===== src/rtl/stream_mux.sv =====
// stream_mux: N-channel, WIDTH-bit valid/ready stream multiplexer with one
// registered output stage. Channel selection is either a fixed index (Mode=0)
// or round-robin over the valid channels (Mode=1). Sustains one transfer per
// cycle because the output register reloads in the same cycle it drains.
module stream_mux #(
  parameter int WIDTH = 32,
  parameter int N     = 4,
  parameter int SEL_W = $clog2(N)
) (
  input  logic               Clk,
  input  logic               Reset,
  input  logic               Mode,
  input  logic [SEL_W-1:0]   Sel,
  input  logic [N*WIDTH-1:0] In_data,
  input  logic [N-1:0]       In_val,
  output logic [N-1:0]       In_rdy,
  output logic [WIDTH-1:0]   Out,
  output logic [SEL_W-1:0]   Out_sel,
  output logic               Out_val,
  input  logic               Out_rdy
);

  logic [WIDTH-1:0] out_q,     out_d;
  logic [SEL_W-1:0] out_sel_q, out_sel_d;
  logic             out_val_q, out_val_d;
  logic [SEL_W-1:0] ptr_q,     ptr_d;

  logic             ld_s;
  logic             grant_vld_s;
  logic [SEL_W-1:0] grant_s;
  logic [WIDTH-1:0] data_s;
  logic             xfer_in_s;

  // The output register can take a new item when it is empty or being drained
  // this cycle. Held low during reset so no producer sees a ready.
  assign ld_s = Reset & (~out_val_q | Out_rdy);

  // Arbitration: fixed index match, or first valid channel after the pointer.
  always_comb begin
    logic             hit;
    logic [SEL_W-1:0] idx;
    grant_vld_s = 1'b0;
    grant_s     = '0;
    hit         = 1'b0;
    idx         = '0;
    if (Mode == 1'b0) begin
      // An out-of-range Sel matches no loop index, so it never grants.
      for (int i = 0; i < N; i++) begin
        hit         = (Sel == SEL_W'(i)) && In_val[i];
        grant_s     = hit ? SEL_W'(i) : grant_s;
        grant_vld_s = grant_vld_s | hit;
      end
    end else begin
      // Search ptr+1, ptr+2, ... wrapping modulo N; the first valid wins.
      for (int k = 1; k <= N; k++) begin
        idx         = SEL_W'((int'(ptr_q) + k) % N);
        hit         = In_val[idx] && !grant_vld_s;
        grant_s     = hit ? idx : grant_s;
        grant_vld_s = grant_vld_s | hit;
      end
    end
  end

  // Data of the granted channel.
  always_comb begin
    data_s = '0;
    for (int i = 0; i < N; i++) begin
      data_s = (grant_s == SEL_W'(i)) ? In_data[i*WIDTH +: WIDTH] : data_s;
    end
  end

  // One-hot ready toward the granted producer only.
  always_comb begin
    In_rdy = '0;
    for (int i = 0; i < N; i++) begin
      In_rdy[i] = grant_vld_s && ld_s && (grant_s == SEL_W'(i));
    end
  end

  assign xfer_in_s = grant_vld_s & ld_s;

  // Next state of the output stage and the round-robin pointer.
  always_comb begin
    out_d     = out_q;
    out_sel_d = out_sel_q;
    out_val_d = out_val_q;
    ptr_d     = ptr_q;
    if (xfer_in_s) begin
      out_d     = data_s;
      out_sel_d = grant_s;
      out_val_d = 1'b1;
      if (Mode == 1'b1) begin
        ptr_d = grant_s;
      end else begin
        ptr_d = ptr_q;
      end
    end else if (out_val_q && Out_rdy) begin
      // Drained with nothing to replace it: data and index keep last value.
      out_val_d = 1'b0;
    end else begin
      out_val_d = out_val_q;
    end
  end

  // State registers; the pointer resets to N-1 so channel 0 wins first.
  always_ff @(posedge Clk or negedge Reset) begin
    if (!Reset) begin
      out_q     <= '0;
      out_sel_q <= '0;
      out_val_q <= 1'b0;
      ptr_q     <= SEL_W'(N - 1);
    end else begin
      out_q     <= out_d;
      out_sel_q <= out_sel_d;
      out_val_q <= out_val_d;
      ptr_q     <= ptr_d;
    end
  end

  assign Out     = out_q;
  assign Out_sel = out_sel_q;
  assign Out_val = out_val_q;

endmodule


===== config.mk =====
export PLATFORM = sky130hd
export DESIGN_NAME = stream_mux
export DESIGN_NICKNAME = d
export VERILOG_FILES = /design/src/rtl/stream_mux.sv
export SDC_FILE = /design/constraint.sdc
export NUM_CORES = 1
export LEC_CHECK = 0
export ABC_CLOCK_PERIOD_IN_PS = 3750
export BUFFER_PORTS_ARGS = -buffer_cell sky130_fd_sc_hd__buf_4
export CAP_MARGIN = 20
export CORE_MARGIN = 10
export CORE_UTILIZATION = 43
export DETAILED_ROUTE_END_ITERATION = 16
export PLACE_DENSITY = 0.83
export SETUP_SLACK_MARGIN = 0.15
export SYNTH_ARGS = -nofsm -noshare
export SYNTH_HDL_FRONTEND = slang
export SYNTH_SLANG_ARGS = --single-unit
export TNS_END_PERCENT = 20

===== constraint.sdc =====
create_clock -name Clk -period 3.75 [get_ports Clk]
set_clock_uncertainty 0.15 [all_clocks]
set_input_delay 1.125 -clock Clk [delete_from_list [all_inputs] [get_ports Clk]]
set_output_delay 1.125 -clock Clk [all_outputs]
set_load 0.05 [all_outputs]

# After elaboration in Yosys (flattened, before gate mapping)
# Cells that the tools add are included.
op_classes:
  addsub: 4
  order_cmp: 4
  eq_ne: 6
  mux: 23
  bitwise_logic: 10
  reduce_logical: 20
op_table:
  columns: ["operator", "n"]
  rows:
  - ["32-bit 2-to-1 mux", 4]
  - ["2-bit 2-to-1 mux", 7]
  - ["1-bit logical AND", 13]
  - ["2-bit by 3-bit less-than comparator with 1-bit output (second input constant)", 4]
  - ["1-bit binary-select mux with 2-bit select", 4]
  - ["2-bit equality test (second input constant)", 4]
  - ["1-bit 2-to-1 mux", 8]
  - ["1-bit bitwise OR", 7]
  - ["2-bit by 1-bit adder with 2-bit output (second input constant)", 2]
  - ["2-bit adder (second input constant)", 2]
  - ["2-bit by 1-bit equality test with 1-bit output (second input constant)", 2]
  - ["2-bit logical NOT", 2]
  - ["1-bit logical NOT", 3]
  - ["1-bit bitwise AND", 2]
  - ["2-bit AND reduction", 1]
  - ["2-bit nonzero test", 1]
  - ["1-bit NOT", 1]
word_totals:
  regBits: 37
  out_inout_bits: 39
  elab_cells: 71

# Depth between registers and ports, before layout
logic_depth:
  depth_word: 18
  depth_mapped: 8

# Least setup slack after synthesis
# Ideal clock, no wire load.
synth_timing:
  path_kind: "input-to-output"
  start: "input port Mode"
  end: "output port In_rdy[2]"
  t_arrival_ns: 2.995
  path_slack_ns: -0.520
  path_stages: 4
  n_path_buf: 2
  path_cell_list: "clkbuf_1 > o2111ai_2 > clkbuf_1 > nor3_1"
synth_between:
  elab_chain_cells: 3
synth_rtl:
  columns: ["element", "line", "rtl"]
  rows:
  - ["start, declared", "12", "input logic Mode,"]
  - ["2-bit 2-to-1 mux or 1-bit 2-to-1 mux (tied branches)", "46", "if (Mode == 1'b0) begin"]
  - ["2-bit equality test or 1-bit logical AND (tied branches)", "76", "In_rdy[i] = grant_vld_s && ld_s && (grant_s == SEL_W'(i));"]
  - ["1-bit logical AND *", "76", null]
  - ["end, declared", "16", "output logic [N-1:0] In_rdy,"]
# Mark *: on every way between the ends. The rest lies on a longest branch, timed or not.

# Final worst setup path
layout_timing:
  start: "input port In_val[1]"
  end: "output port In_rdy[2]"
layout_between:
  elab_chain_cells: 14
layout_rtl:
  columns: ["element", "line", "rtl"]
  rows:
  - ["start, declared", "15", "input logic [N-1:0] In_val,"]
  - ["1-bit binary-select mux with 2-bit select", "57", "hit = In_val[idx] && !grant_vld_s;"]
  - ["1-bit 2-to-1 mux (not written as such)", "57", null]
  - ["1-bit logical NOT", "57", null]
  - ["1-bit logical AND", "57", null]
  - ["1-bit bitwise OR", "59", "grant_vld_s = grant_vld_s | hit;"]
  - ["1-bit logical NOT", "57", null]
  - ["1-bit logical AND", "57", null]
  - ["1-bit bitwise OR", "59", null]
  - ["1-bit logical NOT", "57", null]
  - ["1-bit logical AND", "57", null]
  - ["2-bit 2-to-1 mux or 1-bit bitwise OR (tied branches)", "58, 59", null]
  - ["2-bit 2-to-1 mux or 1-bit 2-to-1 mux (tied branches)", "46", null]
  - ["2-bit equality test or 1-bit logical AND (tied branches)", "76", null]
  - ["1-bit logical AND *", "76", null]
# Mark *: on every way between the ends. The rest lies on a longest branch, timed or not. The select of a mux whose other input is x is not followed.

==> flow_summary.toml <==
[worst_setup_path]
endpoint_kind = "output port"
cp_max_fo = 5
crit_path_start = "In_val[1]"
ff2ff_path_depth = 6
r2r_start = "ptr_q[1]$_DFFE_PN1P_"
slowest_delay_ns = 0.27
cp-start-kind = "input pin"
cp.arrival_ns = 2.39
cp.required_ns = 2.47
worstSetupPathType = "input pin to output port"
slowest_stage = "mux2_2"
path_cells = "bufbuf_16 > mux2_2 > nand2_2 > o221a_4 > inv_4 > nor3_4 > buf_6"

[final_layout]
finalInstanceArea_um2 = 4320
layout-drive-gt1-share_pct = 60.7
fin_nets = 547
syn2layout_area_growth_pct = 61.9
diodes = 0

[cts]
cts_max_level = 2
ctsHoldBuffers = 0
clk_path_buf_depth = 2
numCtsBuffers = 5
path_clk_slew_ns = 0.07
numClockSinks = 37
clk_latency_ns = 0.26
tritoncts = "done"
root_buffer = "clkbuf_8"

[drt]
wire_per_inst_um = 19.2
wl_met3_um = 799
m1WireLength_um = 3520
dr_total_vias = 2594
firstDrtPassIters = 4
ant_nets = 0
viasPerCell = 5.35
top_layer = "met4"
drt_iter0_markers = 84
route.detailed.drc = 0
finalWirelength_um = 9310
wl_met2_um = 4900

[global_route]
grt_overflow_total = 0
grt_max_degree = 39
grt_pass1_wl_um = 14600
antenna_found_initial = 0
grt_pass1_vias = 2825
grt_use_total_pct = 17.8

[worst_hold_path]
whs_path_depth = 2
min-delay-start = "Out_sel[0]$_DFFE_PN0N_"
hp-class = "flop to flop"

[die]
core_area_um2 = 5990
io_pins = 177
dieHeight_um = 98.8
die_area_um2 = 9760
fp.dieW_um = 98.8
rows = 28
start_util_pct = 44.5

[synthesis]
yosys_warnings = 0
yosys_register_bits = 37
synth-async-reset-ratio_pct = 100
syn_avg_cell_area_um2 = 11.5
synth_top_area_share_pct = 32.8
synth_flop_cell = "dfrtp_1"
syn-num-nets = 370
synth_area_leaders = "dfrtp_1 33%, mux2i_1 24%, o221ai_2 16%"
synth.distinct_cells = 38
ys_seq_area_share_pct = 34.8
synthCells = 232
yosysTopAreaCell = "dfrtp_1"
synth_edf_count = 0
netlist_area_um2 = 2670

[power_and_ir_drop]
ir_worst_vdd_uv = 371
power_leakage_uw = 0.00228
total_power_uw = 2560
p_per_area_nw_per_um2 = 593

[placement]
portBuffers = 176
dp_hpwl_um = 7540
preCtsSetupSlack_ns = -0.0544
dpl_cell_area_um2 = 4090
place_congestion = 0.796

[status]
status = "finished, final reports clean"

[timing]
period_minus_slack_ns = 3.66
setup_ws_ns = 0.0896
finalCritPeriodShare_pct = 97.6
setup_viol = 0
rsz0062_at_grt = "true"
tightest_slew_ns = 0.609
slew_headroom_pct = 59.4
hold_viol_final = 0
slew_violations = 0
fmax_ghz = 0.273

[flow_run]
cap_violations = 0
==> synthesized netlist by cell type, types with 2 or more instances <==
| cell type | n |
|---|---|
| mux2i_1 | 64 |
| nand2_1 | 41 |
| dfrtp_1 | 35 |
| o221ai_2 | 29 |
| buf_6 | 5 |
| clkbuf_1 | 4 |
| inv_1 | 4 |
| buf_2 | 3 |
| buf_8 | 3 |
| nand2b_1 | 3 |
| o221ai_1 | 3 |
| a211oi_1 | 2 |
| a21boi_0 | 2 |
| a31oi_1 | 2 |
| buf_4 | 2 |
| dfstp_2 | 2 |
| mux2_2 | 2 |
| nand3_1 | 2 |
| nor2_1 | 2 |
| nor3_1 | 2 |
| nor3b_1 | 2 |
| o21a_1 | 2 |
==> cell usage in the layout, fill, tap and decap left out, types with 2 or more instances in the layout <==
cell      netlist  layout
dfrtp_1        35      35
inv_1           4       3
mux2i_1        64      64
buf_6           5       5
nand2_1        41      38
nand2_2         0       2
nor3_4          0       2
dfstp_2         2       2
o21a_1          2       2
nor2_4          0       2
buf_4           2     177
o221ai_1        3       3
clkinv_2        0       2
nand2b_1        3       3
clkbuf_8        0       5
nand3_1         2       2
buf_8           3       5
o221ai_2       29      29
a31oi_1         2       2
==> power by group <==
group / switching (uW) / leakage [uW] / internal (uW)
Clock: 128 / 0.0000450 / 129
Sequential: 107 / 0.000453 / 564
Combinational: 1020 / 0.00178 / 619
==> logic make-up after synthesis <==
group | Yosys count | share of synthesized area (%)
compound gates | 48 | 23.3
buf+inv | 23 | 6.52
flops | 37 | 34.8
mux | 67 | 25.8
simple gates | 57 | 9.61
==> per-stage QoR <==
| stage | cells | hold WS (ns) | TNS [ns] | util, % |
|---|---|---|---|---|
| global placement | 473 | 0.311 | 0 | 68.2 |
| finish | 485 | 0.332 | 0 | 72.1 |
| global route | 485 | 0.367 | 0 | 72.1 |
| CTS | 482 | 0.337 | 0 | 71.0 |
| floorplan | 232 | 0.439 | 0 | - |
| detailed placement | 473 | 0.319 | -0.0544 | 68.2 |
==> cell type report <==
class,count,area (um2)
clock buffer,6,72.6
clock inverter,2,10.0
fill,472,1670
inverter,4,17.5
multi-input combinational,172,1690
sequential,37,928
tap,75,93.8
timing repair buffer,189,1510
==> sequential cells by signal, indices dropped and copies added, names as in the netlist <==
signal   flops
Out         32
Out_val      1
ptr_q        2
Out_sel      2
==> worst max-delay path: cells and delay by family <==
family | cells | cell delay (ns)
buffers and inverters | 3 | 0.48
AND/OR/NAND/NOR | 2 | 0.24
multiplexers | 1 | 0.27
AO/OA/AOI/OAI | 1 | 0.27
==> metal layers <==
metal,vias up,GRT usage [%]
met5,-,0
met4,0,3.20
met3,6,5.66
met2,121,32.3
met1,1224,20.1
li1,1243,-
==> repair_timing <==
| item | 4_1_cts | 5_1_grt |
|---|---|---|
| resized for setup | 16 | 11 |
| cloned | 1 | 0 |
| endpoints found under the hold margin | 0 | 0 |
| pin swaps | 3 | 8 |
| buffers inserted | 0 | 3 |
| endpoints found under the setup margin | 4 | 4 |
==> path summary, 6_finish.rpt <==
check	endpoint	slack [ns]
worst max register to register	Out[26]$_DFFE_PN0N_	1.15
min in group asynchronous	Out[5]$_DFFE_PN0N_	0.79
max in group asynchronous	ptr_q[0]$_DFFE_PN1P_	2.31
worst max-delay path	In_rdy[2]	0.09
worst min register to register	Out_sel[0]$_DFFE_PN0N_	0.33
worst min-delay path	Out_sel[0]$_DFFE_PN0N_	0.33
No activity file was read; power rests on OpenSTA's default activity.
